### src/rtl/hazard_scheduler.sv
// hazard_scheduler
//   Pipeline hazard controller for the 5-stage core (no forwarding).
//   It keeps one pending-write countdown per architectural register and
//   stalls decode on read-after-write hazards. After a taken branch issues
//   out of decode, it flushes the wrong-path fetch slot. While the global
//   freeze is active, it holds all state.
//
// Ports
//   clk           core clock
//   reset         synchronous, active-low reset
//   dec_valid     decode slot holds a real instruction
//   dec_rs1/rs2   source registers; dec_use_rs1/rs2 qualify them
//   dec_rd        destination register; dec_rwrite qualifies it
//   branch_taken  decode-stage branch taken (PCSelect)
//   freeze        global pipeline freeze (multi-cycle memory wait)
//   stall_fetch   hold PC and the fetch/decode register
//   bubble        zero control fields entering the decode/execute register
//   flush_fetch   load NOP into the fetch/decode register at the next edge
//   pipe_en       enable for the execute/mem/writeback registers
//   busy_mask     bit i set while register i has a pending write
//
// Optional build macro HAZ_PERF_EN
//   Adds the saturating 16-bit counters stall_cycles and flush_count.
module hazard_scheduler #(
  parameter int NREGS  = 16,
  parameter int REG_AW = 4,
  parameter int WB_LAT = 3
) (
  input  logic              clk,
  input  logic              reset,
  input  logic              dec_valid,
  input  logic [REG_AW-1:0] dec_rs1,
  input  logic [REG_AW-1:0] dec_rs2,
  input  logic [REG_AW-1:0] dec_rd,
  input  logic              dec_use_rs1,
  input  logic              dec_use_rs2,
  input  logic              dec_rwrite,
  input  logic              branch_taken,
  input  logic              freeze,
  output logic              stall_fetch,
  output logic              bubble,
  output logic              flush_fetch,
  output logic              pipe_en,
  output logic [NREGS-1:0]  busy_mask
`ifdef HAZ_PERF_EN
  ,
  output logic [15:0]       stall_cycles,
  output logic [15:0]       flush_count
`endif
);

  localparam int CW = $clog2(WB_LAT + 1);
  localparam logic [CW-1:0] LAT = CW'(WB_LAT);

  typedef enum logic {RUN, FLUSH} state_t;

  state_t          state, state_nx;
  logic [CW-1:0]   cnt [NREGS];
  logic [NREGS-1:0] pend;
  logic            v, haz, issue;

  always_comb begin
    for (int unsigned i = 0; i < NREGS; i++) begin
      pend[i] = (cnt[i] != '0);
    end
  end

  assign v     = dec_valid & (state == RUN);
  // Lookups use the count before any same-edge reload, so rd==rs1 sees
  // the older writer.
  assign haz   = v & ((dec_use_rs1 & pend[dec_rs1]) | (dec_use_rs2 & pend[dec_rs2]));
  assign issue = v & ~haz & ~freeze;

  // Scoreboard countdowns.
  always_ff @(posedge clk) begin
    if (!reset) begin
      for (int unsigned i = 0; i < NREGS; i++) begin
        cnt[i] <= '0;
      end
    end else if (!freeze) begin
      for (int unsigned i = 0; i < NREGS; i++) begin
        if (cnt[i] != '0) begin
          cnt[i] <= cnt[i] - CW'(1);
        end
      end
      // The later assignment wins, so the reload overrides the decrement.
      if (issue & dec_rwrite) begin
        cnt[dec_rd] <= LAT;
      end
    end
  end

  // State register.
  always_ff @(posedge clk) begin
    if (!reset) begin
      state <= RUN;
    end else begin
      state <= state_nx;
    end
  end

  // Next-state logic.
  always_comb begin
    state_nx = state;
    if (!freeze) begin
      case (state)
        RUN:     if (issue & branch_taken) state_nx = FLUSH;
        FLUSH:   state_nx = RUN;
        default: state_nx = RUN;
      endcase
    end
  end

  // Output logic.
  always_comb begin
    stall_fetch = 1'b0;
    bubble      = 1'b1;
    flush_fetch = 1'b0;
    pipe_en     = 1'b1;
    busy_mask   = '0;
    if (reset) begin
      busy_mask = pend;
      if (freeze) begin
        stall_fetch = 1'b1;
        bubble      = 1'b0;
        pipe_en     = 1'b0;
      end else begin
        stall_fetch = haz;
        bubble      = haz | ~v;
        flush_fetch = (state == RUN) & issue & branch_taken;
      end
    end
  end

`ifdef HAZ_PERF_EN
  always_ff @(posedge clk) begin
    if (!reset) begin
      stall_cycles <= '0;
      flush_count  <= '0;
    end else begin
      if (haz && !freeze && stall_cycles != '1) begin
        stall_cycles <= stall_cycles + 16'd1;
      end
      if (state == RUN && state_nx == FLUSH && flush_count != '1) begin
        flush_count <= flush_count + 16'd1;
      end
    end
  end
`endif

endmodule

### config.mk
export PLATFORM = sky130hd
export DESIGN_NAME = hazard_scheduler
export DESIGN_NICKNAME = d
export VERILOG_FILES = /design/src/rtl/hazard_scheduler.sv
export SDC_FILE = /design/constraint.sdc
export NUM_CORES = 1
export LEC_CHECK = 0
export CAP_MARGIN = 20
export CORE_MARGIN = 2
export CORE_UTILIZATION = 58
export DETAILED_ROUTE_END_ITERATION = 7
export MAX_ROUTING_LAYER = met4
export PLACE_DENSITY = 0.83
export SLEW_MARGIN = 10
export SYNTH_ARGS = -nofsm -noshare
export SYNTH_HDL_FRONTEND = slang
export SYNTH_SLANG_ARGS = --single-unit
### constraint.sdc
create_clock -name clk -period 5.8 [get_ports clk]
set_input_delay 1.16 -clock clk [delete_from_list [all_inputs] [get_ports clk]]
set_output_delay 1.16 -clock clk [all_outputs]
set_load 0.05 [all_outputs]
==> impl_metrics.py, run 1 <==
metrics = {
    "yosys": {
        "syn_nets": 307,
        "mapped_cells": 271,
        "synth_cell_types": 32,
        "yosys_warnings": 0,
        "synth-seq-cells": 33,
        "avgSynthCellArea_sq_um": 8.95,
        "synthDominantCellAreaShare": 0.272,
        "synth.area.top_cells": "sky130_fd_sc_hd__dfxtp_1 27%, sky130_fd_sc_hd__o41ai_2 9.4%, sky130_fd_sc_hd__ha_1 8.3%",
        "synth_top_area_cell": "sky130_fd_sc_hd__dfxtp_1",
        "synth_seq_area_share": 0.272,
        "mappedNetlistArea_sq_um": 2420,
    },
    "finish": {
        "regArea_sq_um": 661,
        "n_antenna_cell": 0,
        "final_core_util": 0.723,
        "mostFrequentLayoutCells": "38 x sky130_fd_sc_hd__nand2_1, 37 x sky130_fd_sc_hd__clkdlybuf4s50_1, 33 x sky130_fd_sc_hd__dfxtp_1, 32 x sky130_fd_sc_hd__inv_1, 18 x sky130_fd_sc_hd__o41ai_1",
        "layout.nets": 337,
        "mostFrequentLayoutCell": "sky130_fd_sc_hd__nand2_1",
        "n_fill_cell": 296,
        "area_growth_syn_to_layout_pct": 19.2,
        "combined_area_of_the_multi_input_logic_cells_sq_um": 1550,
        "drive_above_1_share": 0.130,
    },
    "power": {
        "power_frac_seq": 0.305,
        "power_report.internal_total_mw": 0.556,
        "netSwitchingPower_mw": 0.368,
        "power.clock.fraction": 0.186,
        "power_frac_comb": 0.509,
        "vdd.ir_drop.worst_mv": 0.176,
        "power-per-cell-area_nw_per_um2": 320,
        "swShare": 0.398,
        "cellLeakagePower_nw": 0.993,
    },
    "die": {
        "effective_utilization_at_floorplan": 0.606,
        "die_x_um": 68.7,
        "floorplan.rows": 23,
        "design.die.area_sq_um": 4710,
        "die_y_um": 68.7,
        "top_level_ports": 40,
        "core_region_area_sq_um": 4000,
    },
    "drt": {
        "via_per_inst": 5.95,
        "route.antenna.remaining_nets": 0,
        "drc": 0,
        "detail_route.first_pass.iterations": 4,
        "average_wire_per_standard_cell_um": 15.9,
        "vias": 2090,
        "drt-total-wl_um": 5590,
        "drt_first_iter_violations": 130,
    },
    "sta": {
        "worst-slew-pin-transition_ns": 0.520,
        "skew_ns": 0.00614,
        "slew-limit-headroom": 0.652,
        "final_min_period_over_clock_period": 0.819,
        "unrepaired_setup_endpoints_after_global_routing": "false",
        "fmax_mhz": 210,
        "post-route-min-period_ns": 4.75,
        "finalSetupViolations": 0,
        "hold_viol_final": 0,
        "finalMaxSlewViolations": 0,
        "setup_total_negative_slack_ns": 0,
    },
    "clock_tree": {
        "cts.path.max_buffers": 2,
        "root_buffer": "sky130_fd_sc_hd__clkbuf_8",
        "worst_setup_hold_path_clk_slew_ns": 0.07,
        "numCtsBuffers": 5,
        "cts.sink_count": 33,
        "postCtsSetupRepairBufs": 0,
        "cts-htree-levels": 2,
        "cts_hold_buffers": 0,
        "worst_skew_pair.late_latency_ns": 0.28,
        "ctsResizeCount": 0,
        "cts_tree": "yes",
    },
    "status": {
        "result_of_the_run": "complete, no violations",
    },
    "grt": {
        "gr-total-overflow": 0,
        "number_of_antenna_violations_at_the_first_check_in_global_routing": 0,
        "grt_start_max_net_pins": 52,
        "first_pass_grt_wire_length_um": 8670,
        "grt_pass1_vias": 1858,
        "total_global_routing_track_utilization": 0.258,
    },
    "flow_run": {
        "max_cap_viol_count": 0,
    },
    "placement": {
        "io_buffer_count": 39,
        "place_hpwl_um": 3910,
        "gp_routability_congestion": 0.795,
    },
    "critical_path": {
        "start_kind": "input port",
        "worst_setup_path_end_kind": "output port",
        "critical_path_class": "input port to output port",
        "critical_path.max_fanout": 35,
        "crit_arrival_ns": 3.59,
        "cp.required_ns": 4.64,
    },
    "hold_path": {
        "holdCritPathClass": "register to register",
    },
}
==> power groups by stage <==
stage / Clock (mW) / Sequential [mW] / Combinational [mW]
5_1_grt: 0.189 / 0.286 / 0.511
4_1_cts: 0.175 / 0.281 / 0.470
3_5_place_dp: 0 / 0.286 / 0.465
3_3_place_gp: 0 / 0.284 / 0.452
2_1_floorplan: 0 / 0.282 / 0.355
6_report: 0.172 / 0.282 / 0.471
==> sequential cells by signal (all words and copies together) (netlist names) <==
name	count
state	1
cnt	32
==> cell type report <==
cell class | count | share of cell area
well taps | 50 | 0.0216
repair buffers | 43 | 0.144
multi-input cells | 186 | 0.535
flip-flops and latches | 33 | 0.228
clock buffers | 7 | 0.0299
inverters | 32 | 0.0415
==> worst paths after layout <==
kind	startpoint	endpoint	slack, ns	cells after the start
worst min register to register	state$_SDFFE_PN0N_	state$_SDFFE_PN0N_	0.48	2
worst max-delay path	dec_rs1[0]	bubble	1.05	8
worst max register to register	cnt[1][0]$_SDFFE_PP1P_	cnt[14][0]$_SDFFE_PP1P_	3.42	8
worst min-delay path	state$_SDFFE_PN0N_	state$_SDFFE_PN0N_	0.48	2
==> critical path, stage by stage <==
cell and delay [ns]:
sky130_fd_sc_hd__clkdlybuf4s50_1 0.59, sky130_fd_sc_hd__mux4_1 0.57, sky130_fd_sc_hd__o22ai_1 0.22, sky130_fd_sc_hd__o221ai_2 0.17, sky130_fd_sc_hd__o21ai_4 0.09, sky130_fd_sc_hd__buf_4 0.41, sky130_fd_sc_hd__o21a_1 0.19, sky130_fd_sc_hd__buf_4 0.19
==> cells by family (layout without fill, tap and decap cells) <==
logic type	Yosys count	count (layout)	synth area share
xor+xnor	16	16	0.0578
buf+inv	52	82	0.0898
simple gates	85	85	0.163
mux	12	12	0.0872
compound gates	57	57	0.247
flops	33	33	0.272
fa+ha+maj	16	16	0.0826
==> per-layer routing <==
metal	vias to the layer above	global-route usage	routed length [um]
li1	1017	-	-
met1	1003	0.322	2530
met2	62	0.400	2600
met3	8	0.0584	370
met4	0	0.108	85
met5	-	-	0
==> synth_stat cells <==
library cell and instances:
sky130_fd_sc_hd__nand2_1 38, sky130_fd_sc_hd__o41ai_1 18, sky130_fd_sc_hd__nor2b_1 17, sky130_fd_sc_hd__nand3b_1 1, sky130_fd_sc_hd__inv_1 32, sky130_fd_sc_hd__buf_6 3
sky130_fd_sc_hd__or2_2 3, sky130_fd_sc_hd__mux2i_1 2, sky130_fd_sc_hd__nand2b_1 5, sky130_fd_sc_hd__o21a_1 1, sky130_fd_sc_hd__nor3b_1 1, sky130_fd_sc_hd__o211ai_1 16
sky130_fd_sc_hd__o21ai_4 1, sky130_fd_sc_hd__o22ai_1 2, sky130_fd_sc_hd__o31ai_1 1, sky130_fd_sc_hd__o221ai_2 1, sky130_fd_sc_hd__dfxtp_1 33, sky130_fd_sc_hd__nand3_1 1
sky130_fd_sc_hd__mux4_1 3, sky130_fd_sc_hd__o21ai_0 1, sky130_fd_sc_hd__or2b_1 1, sky130_fd_sc_hd__xnor2_1 16, sky130_fd_sc_hd__nor2_1 17, sky130_fd_sc_hd__o31ai_4 1
sky130_fd_sc_hd__mux4_2 3, sky130_fd_sc_hd__o41ai_2 14, sky130_fd_sc_hd__a22o_1 1, sky130_fd_sc_hd__nor3_1 1, sky130_fd_sc_hd__clkbuf_1 11, sky130_fd_sc_hd__buf_1 6
sky130_fd_sc_hd__ha_1 16, sky130_fd_sc_hd__mux2_2 4
==> metrics by stage <==
step,area [sq um],total power [mW],setup WS [ns],cells,hold slack [ns]
floorplan,2420,0.637,1.48,271,0.455
global placement,2810,0.736,1.08,344,0.468
detailed placement,2810,0.751,1.04,344,0.472
CTS,2890,0.926,1.05,351,0.481
global route,2890,0.986,0.931,351,0.498
finish,2890,0.924,1.05,351,0.480
(Power assumes the default switching activity.)
==> run 2, diff against run 1 <==
--- a/config.mk
+++ b/config.mk
@@ -7,10 +7,10 @@
 export LEC_CHECK = 0
 export CAP_MARGIN = 20
 export CORE_MARGIN = 2
-export CORE_UTILIZATION = 58
+export CORE_UTILIZATION = 54
 export DETAILED_ROUTE_END_ITERATION = 7
 export MAX_ROUTING_LAYER = met4
-export PLACE_DENSITY = 0.83
+export PLACE_DENSITY = 0.78
 export SLEW_MARGIN = 10
 export SYNTH_ARGS = -nofsm -noshare
 export SYNTH_HDL_FRONTEND = slang
==> constraint.sdc (replaced) <==
create_clock -name clk -period 4.4 [get_ports clk]
set_input_delay 0.88 -clock clk [delete_from_list [all_inputs] [get_ports clk]]
set_output_delay 0.88 -clock clk [all_outputs]
set_load 0.05 [all_outputs]
==> run 2 against run 1 <==
Compared with the run above: clock skew grew 0.0028 ns; non-clock buffer count did not move; power grew 39%; critical path depth down 1; highest routed layer unchanged; cell area grew 0.52%; die area increased by 7.0%; global-route usage fell by 2.2 points; first-iteration DRC count shrank 16%; count of clock-buffer cells in the layout stayed put; via count fell by 2.1%.
==> impl_metrics.py, run 2 (synthesized netlist as in run 1, its figures left out) <==
metrics = {
    "clock_tree": {
        "cts_hold_buffers": 0,
        "worst_setup_hold_path_clk_slew_ns": 0.07,
        "cts-htree-levels": 2,
        "worst_skew_pair.late_latency_ns": 0.29,
        "cts.sink_count": 33,
        "numCtsBuffers": 5,
        "cts_tree": "yes",
        "cts.path.max_buffers": 2,
        "ctsResizeCount": 0,
        "postCtsSetupRepairBufs": 0,
        "root_buffer": "sky130_fd_sc_hd__clkbuf_8",
    },
    "drt": {
        "drc": 0,
        "route.antenna.remaining_nets": 0,
        "vias": 2047,
        "via_per_inst": 5.78,
        "drt_first_iter_violations": 109,
        "drt-total-wl_um": 5500,
        "detail_route.first_pass.iterations": 4,
        "average_wire_per_standard_cell_um": 15.5,
    },
    "critical_path": {
        "cp-startpoint": "dec_rs2[2]",
        "critical_path_class": "input port to output port",
        "reg2regPathDepth": 8,
        "worst_setup_path_end_kind": "output port",
        "cp.required_ns": 3.52,
        "start_kind": "input port",
        "critical_path.max_fanout": 13,
        "crit_arrival_ns": 3.05,
        "r2r-start": "cnt[5][0]$_SDFFE_PP1P_",
    },
    "finish": {
        "largest_register": "cnt",
        "drive_above_1_share": 0.189,
        "layout.nets": 337,
        "largest_register_ff_count": 32,
        "mostFrequentLayoutCells": "38 x sky130_fd_sc_hd__nand2_1, 33 x sky130_fd_sc_hd__dfxtp_1, 32 x sky130_fd_sc_hd__inv_1, 21 x sky130_fd_sc_hd__buf_4, 20 x sky130_fd_sc_hd__clkdlybuf4s50_1",
        "n_fill_cell": 361,
        "top_regs": "cnt: 32 flops, state: 1 flops",
        "n_antenna_cell": 0,
        "mostFrequentLayoutCell": "sky130_fd_sc_hd__nand2_1",
        "area_growth_syn_to_layout_pct": 19.9,
    },
    "die": {
        "die_x_um": 71.0,
        "top_level_ports": 40,
        "floorplan.rows": 24,
        "effective_utilization_at_floorplan": 0.557,
        "design.die.area_sq_um": 5040,
        "core_region_area_sq_um": 4350,
        "die_y_um": 71.0,
    },
    "sta": {
        "slew-limit-headroom": 0.633,
        "finalMaxSlewViolations": 0,
        "post-route-min-period_ns": 3.93,
        "hold_viol_final": 0,
        "setup_total_negative_slack_ns": 0,
        "finalSetupViolations": 0,
        "worst_hold_slack_ns": 0.476,
        "worst-slew-pin-transition_ns": 0.548,
        "unrepaired_setup_endpoints_after_global_routing": "false",
        "fmax_mhz": 255,
        "final_min_period_over_clock_period": 0.892,
        "skew_ns": 0.00895,
    },
    "grt": {
        "first_pass_grt_wire_length_um": 9090,
        "number_of_antenna_violations_at_the_first_check_in_global_routing": 0,
        "grt_pass1_vias": 1893,
        "gr-total-overflow": 0,
        "grt_start_max_net_pins": 40,
        "total_global_routing_track_utilization": 0.236,
    },
    "placement": {
        "place_hpwl_um": 3860,
        "io_buffer_count": 39,
        "gp_routability_congestion": 0.772,
    },
    "hold_path": {
        "whs_path_depth": 2,
        "holdCritPathClass": "register to register",
        "min_delay_src": "state$_SDFFE_PN0N_",
    },
    "flow_run": {
        "max_cap_viol_count": 0,
    },
    "power": {
        "cellLeakagePower_nw": 1.05,
        "power-per-cell-area_nw_per_um2": 441,
        "vdd.ir_drop.worst_mv": 0.190,
    },
    "status": {
        "result_of_the_run": "complete, no violations",
    },
}
==> run 2: cell types whose count changed in the layout (fill, tap and decap cells not counted), sizes merged <==
| cell | previous run | this run |
|---|---|---|
| buf | 6 | 23 |
| clkdlybuf4s50 | 37 | 20 |
| bufinv | 0 | 1 |
==> run 2: per-stage QoR <==
stage / total power, mW / worst slack [ns] / std cells / instance area, sq um / utilization
2_1_floorplan: 0.840 / 0.638 / 271 / 2420 / -
3_3_place_gp: 0.970 / 0.479 / 346 / 2790 / 0.641
3_5_place_dp: 0.985 / 0.457 / 346 / 2790 / 0.641
4_1_cts: 1.29 / 0.452 / 354 / 2910 / 0.668
5_1_grt: 1.36 / 0.378 / 354 / 2910 / 0.668
6_report: 1.28 / 0.474 / 354 / 2910 / 0.668
==> run 2: layer usage <==
metal  vias to the layer above  wire [um]  track usage  part of all wire
met3                         9        304       0.0470             0.055
met1                       958       2690        0.318              0.49
met2                        56       2430        0.361              0.44
met5                         -          0            -                 0
li1                       1024          -            -                 -
met4                         0         75       0.0692             0.014
==> run 2: final timing paths <==
path / slack [ns] / to
min reg2reg: 0.48 / state$_SDFFE_PN0N_
min: 0.48 / state$_SDFFE_PN0N_
max reg2reg: 1.89 / cnt[3][1]$_SDFFE_PP1P_
max: 0.47 / stall_fetch
==> run 2: cell type report <==
cell class / instances / area (sq um) / area share
clock buffer: 7 / 86.3 / 0.0297
clock inverter: 1 / 30.0 / 0.0103
inverter: 32 / 120 / 0.0413
multi-input combinational: 186 / 1550 / 0.532
sequential: 33 / 661 / 0.227
tap: 52 / 65.1 / 0.0224
timing repair buffer: 43 / 398 / 0.137
==> run 2: worst max-delay path, stage by stage <==
cell and delay, ns:
sky130_fd_sc_hd__clkdlybuf4s50_1 0.56, sky130_fd_sc_hd__mux4_2 0.51, sky130_fd_sc_hd__o22ai_1 0.26, sky130_fd_sc_hd__o31ai_4 0.09, sky130_fd_sc_hd__o21ai_4 0.35, sky130_fd_sc_hd__a22o_1 0.24
sky130_fd_sc_hd__buf_12 0.14
==> run 2: where the power goes <==
group	leakage [nW]	switching, mW	total [mW]	internal (mW)
Combinational	0.722	0.358	0.611	0.253
Sequential	0.268	0.0181	0.370	0.352
Clock	0.0585	0.115	0.300	0.185
Total	1.05	0.492	1.28	0.789
==> run 3, diff against run 2 <==
--- a/config.mk
+++ b/config.mk
@@ -6,7 +6,6 @@
 export NUM_CORES = 1
 export LEC_CHECK = 0
 export CAP_MARGIN = 20
-export CORE_MARGIN = 2
 export CORE_UTILIZATION = 54
 export DETAILED_ROUTE_END_ITERATION = 7
 export MAX_ROUTING_LAYER = met4
==> run 3 against run 2 <==
Compared with the run above: first-iteration DRC count up 15%; combinational power is essentially flat; core utilization shrank 0.23 points; global-route usage up 1.5 points; register-to-register slack improved by 0.05 ns; fmax grew 0.63%; critical endpoint unchanged.
==> impl_metrics.py, run 3 (synthesized netlist as in run 1, its figures left out) <==
metrics = {
    "critical_path": {
        "worstSetupPathDepth": 7,
        "reg2regPathDepth": 8,
        "critical-path-slowest-cell": "sky130_fd_sc_hd__clkdlybuf4s50_1",
        "regToRegSetupSlack_ns": 1.94,
        "critical_path.max_fanout": 10,
        "crit_family": "compound AO/OA/AOI/OAI gates",
        "crit_buf_inv": 2,
        "worstPathCellList": "clkdlybuf4s50_1 > mux4_2 > o22ai_1 > o31ai_4 > o21ai_4 > a22o_1 > buf_12",
        "cp-startpoint": "dec_rs2[2]",
        "start_kind": "input port",
        "crit_arrival_ns": 3.02,
        "worst_setup_path_end_kind": "output port",
        "critical_path.max_stage_delay_ns": 0.58,
        "critical_path.endpoint": "stall_fetch",
        "worst_r2r_endpoint": "cnt[1][0]$_SDFFE_PP1P_",
        "r2r-start": "cnt[5][0]$_SDFFE_PP1P_",
        "cp.required_ns": 3.52,
        "critical_path_class": "input port to output port",
    },
    "sta": {
        "skew_ns": 0.00632,
        "unrepaired_setup_endpoints_after_global_routing": "false",
        "final_min_period_over_clock_period": 0.887,
        "worst_hold_slack_ns": 0.486,
        "post-route-min-period_ns": 3.90,
        "hold_viol_final": 0,
        "worst-slew-pin-transition_ns": 0.518,
        "finalSetupViolations": 0,
        "slew-limit-headroom": 0.655,
        "finalMaxSlewViolations": 0,
        "setup_total_negative_slack_ns": 0,
        "fmax_mhz": 256,
    },
    "placement": {
        "io_buffer_count": 39,
        "dp_cells": 346,
        "gp_routability_congestion": 0.770,
        "place_area_sq_um": 2790,
        "place_hpwl_um": 3770,
    },
    "grt": {
        "first_pass_grt_wire_length_um": 9320,
        "number_of_antenna_violations_at_the_first_check_in_global_routing": 0,
        "grt_pass1_vias": 1948,
        "gr-total-overflow": 0,
        "total_global_routing_track_utilization": 0.251,
        "grt_start_max_net_pins": 49,
    },
    "finish": {
        "mostFrequentLayoutCells": "38 x sky130_fd_sc_hd__nand2_1, 33 x sky130_fd_sc_hd__dfxtp_1, 32 x sky130_fd_sc_hd__inv_1, 21 x sky130_fd_sc_hd__buf_4, 20 x sky130_fd_sc_hd__clkdlybuf4s50_1",
        "area_growth_syn_to_layout_pct": 18.6,
        "top_regs": "cnt: 32 flops, state: 1 flops",
        "mostFrequentLayoutCell": "sky130_fd_sc_hd__nand2_1",
        "largest_register_ff_count": 32,
        "stdcell_area_sq_um": 2880,
        "layout.nets": 337,
        "drive_above_1_share": 0.186,
        "n_antenna_cell": 0,
        "largest_register": "cnt",
        "instances_no_fill": 353,
    },
    "drt": {
        "vias": 2058,
        "detail_route.first_pass.iterations": 4,
        "drt_first_iter_violations": 125,
        "route.antenna.remaining_nets": 0,
        "drt-total-wl_um": 5480,
        "drc": 0,
        "via_per_inst": 5.83,
        "average_wire_per_standard_cell_um": 15.5,
    },
    "power": {
        "cellLeakagePower_nw": 1.03,
        "power-per-cell-area_nw_per_um2": 421,
        "vdd.ir_drop.worst_mv": 0.207,
    },
    "die": {
        "effective_utilization_at_floorplan": 0.561,
        "floorplan.rows": 24,
        "core_region_area_sq_um": 4320,
        "design.die.area_sq_um": 4760,
        "top_level_ports": 40,
        "die_y_um": 69.0,
        "die_x_um": 69.0,
    },
    "hold_path": {
        "holdCritPathClass": "register to register",
    },
    "clock_tree": {
        "cts-htree-levels": 2,
        "cts.sink_count": 33,
        "cts_tree": "yes",
        "cts.path.max_buffers": 2,
        "worst_setup_hold_path_clk_slew_ns": 0.06,
        "cts_hold_buffers": 0,
        "ctsResizeCount": 0,
        "numCtsBuffers": 5,
        "worst_skew_pair.late_latency_ns": 0.29,
        "root_buffer": "sky130_fd_sc_hd__clkbuf_8",
        "postCtsSetupRepairBufs": 0,
    },
    "status": {
        "result_of_the_run": "complete, no violations",
    },
    "flow_run": {
        "max_cap_viol_count": 0,
    },
}
[run 3: cell types whose count changed in the layout (fill, tap and decap cells not counted), sizes merged]
cell,previous run,this run
bufinv,1,0
[run 3: worst min-delay path by stage]
stage,to,start,slack (ns),cells past startpoint
CTS,state$_SDFFE_PN0N_,state$_SDFFE_PN0N_,0.49,2
global route,state$_SDFFE_PN0N_,state$_SDFFE_PN0N_,0.51,2
finish,state$_SDFFE_PN0N_,state$_SDFFE_PN0N_,0.49,2
floorplan,state$_SDFFE_PN0N_,state$_SDFFE_PN0N_,0.45,2
global placement,state$_SDFFE_PN0N_,state$_SDFFE_PN0N_,0.47,2
detailed placement,state$_SDFFE_PN0N_,state$_SDFFE_PN0N_,0.48,2
[run 3: layout make-up]
cell class	instances	area, sq um
multi-input cells	186	1550
fillers	338	1450
clock buffers	7	86.3
well taps	52	65.1
flip-flops and latches	33	661
repair buffers	43	398
inverters	32	120
[run 3: through the flow]
| stage | total power [mW] | worst slack, ns | utilization |
|---|---|---|---|
| global placement | 0.970 | 0.511 | 0.645 |
| finish | 1.21 | 0.499 | 0.665 |
| floorplan | 0.840 | 0.638 | - |
| detailed placement | 0.984 | 0.487 | 0.645 |
| global route | 1.29 | 0.381 | 0.665 |
| CTS | 1.22 | 0.485 | 0.665 |
[run 3: routing by layer]
metal / vias up / routed length [um] / GRT usage / share of wire
li1: 1021 / - / - / -
met1: 953 / 2600 / 0.332 / 0.47
met2: 77 / 2430 / 0.379 / 0.44
met3: 7 / 377 / 0.0526 / 0.069
met4: 0 / 68 / 0.0907 / 0.012
met5: - / 0 / - / 0
[run 3: report_power, final]
part	switching (mW)	internal [mW]
Clock	0.106	0.124
Sequential	0.0182	0.352
Combinational	0.359	0.252
[run 3: tightest hold or removal path, cell delays in order, from the launching register on]
cell and delay [ns]:
sky130_fd_sc_hd__dfxtp_1 0.32, sky130_fd_sc_hd__nand3_1 0.06, sky130_fd_sc_hd__o31ai_1 0.06
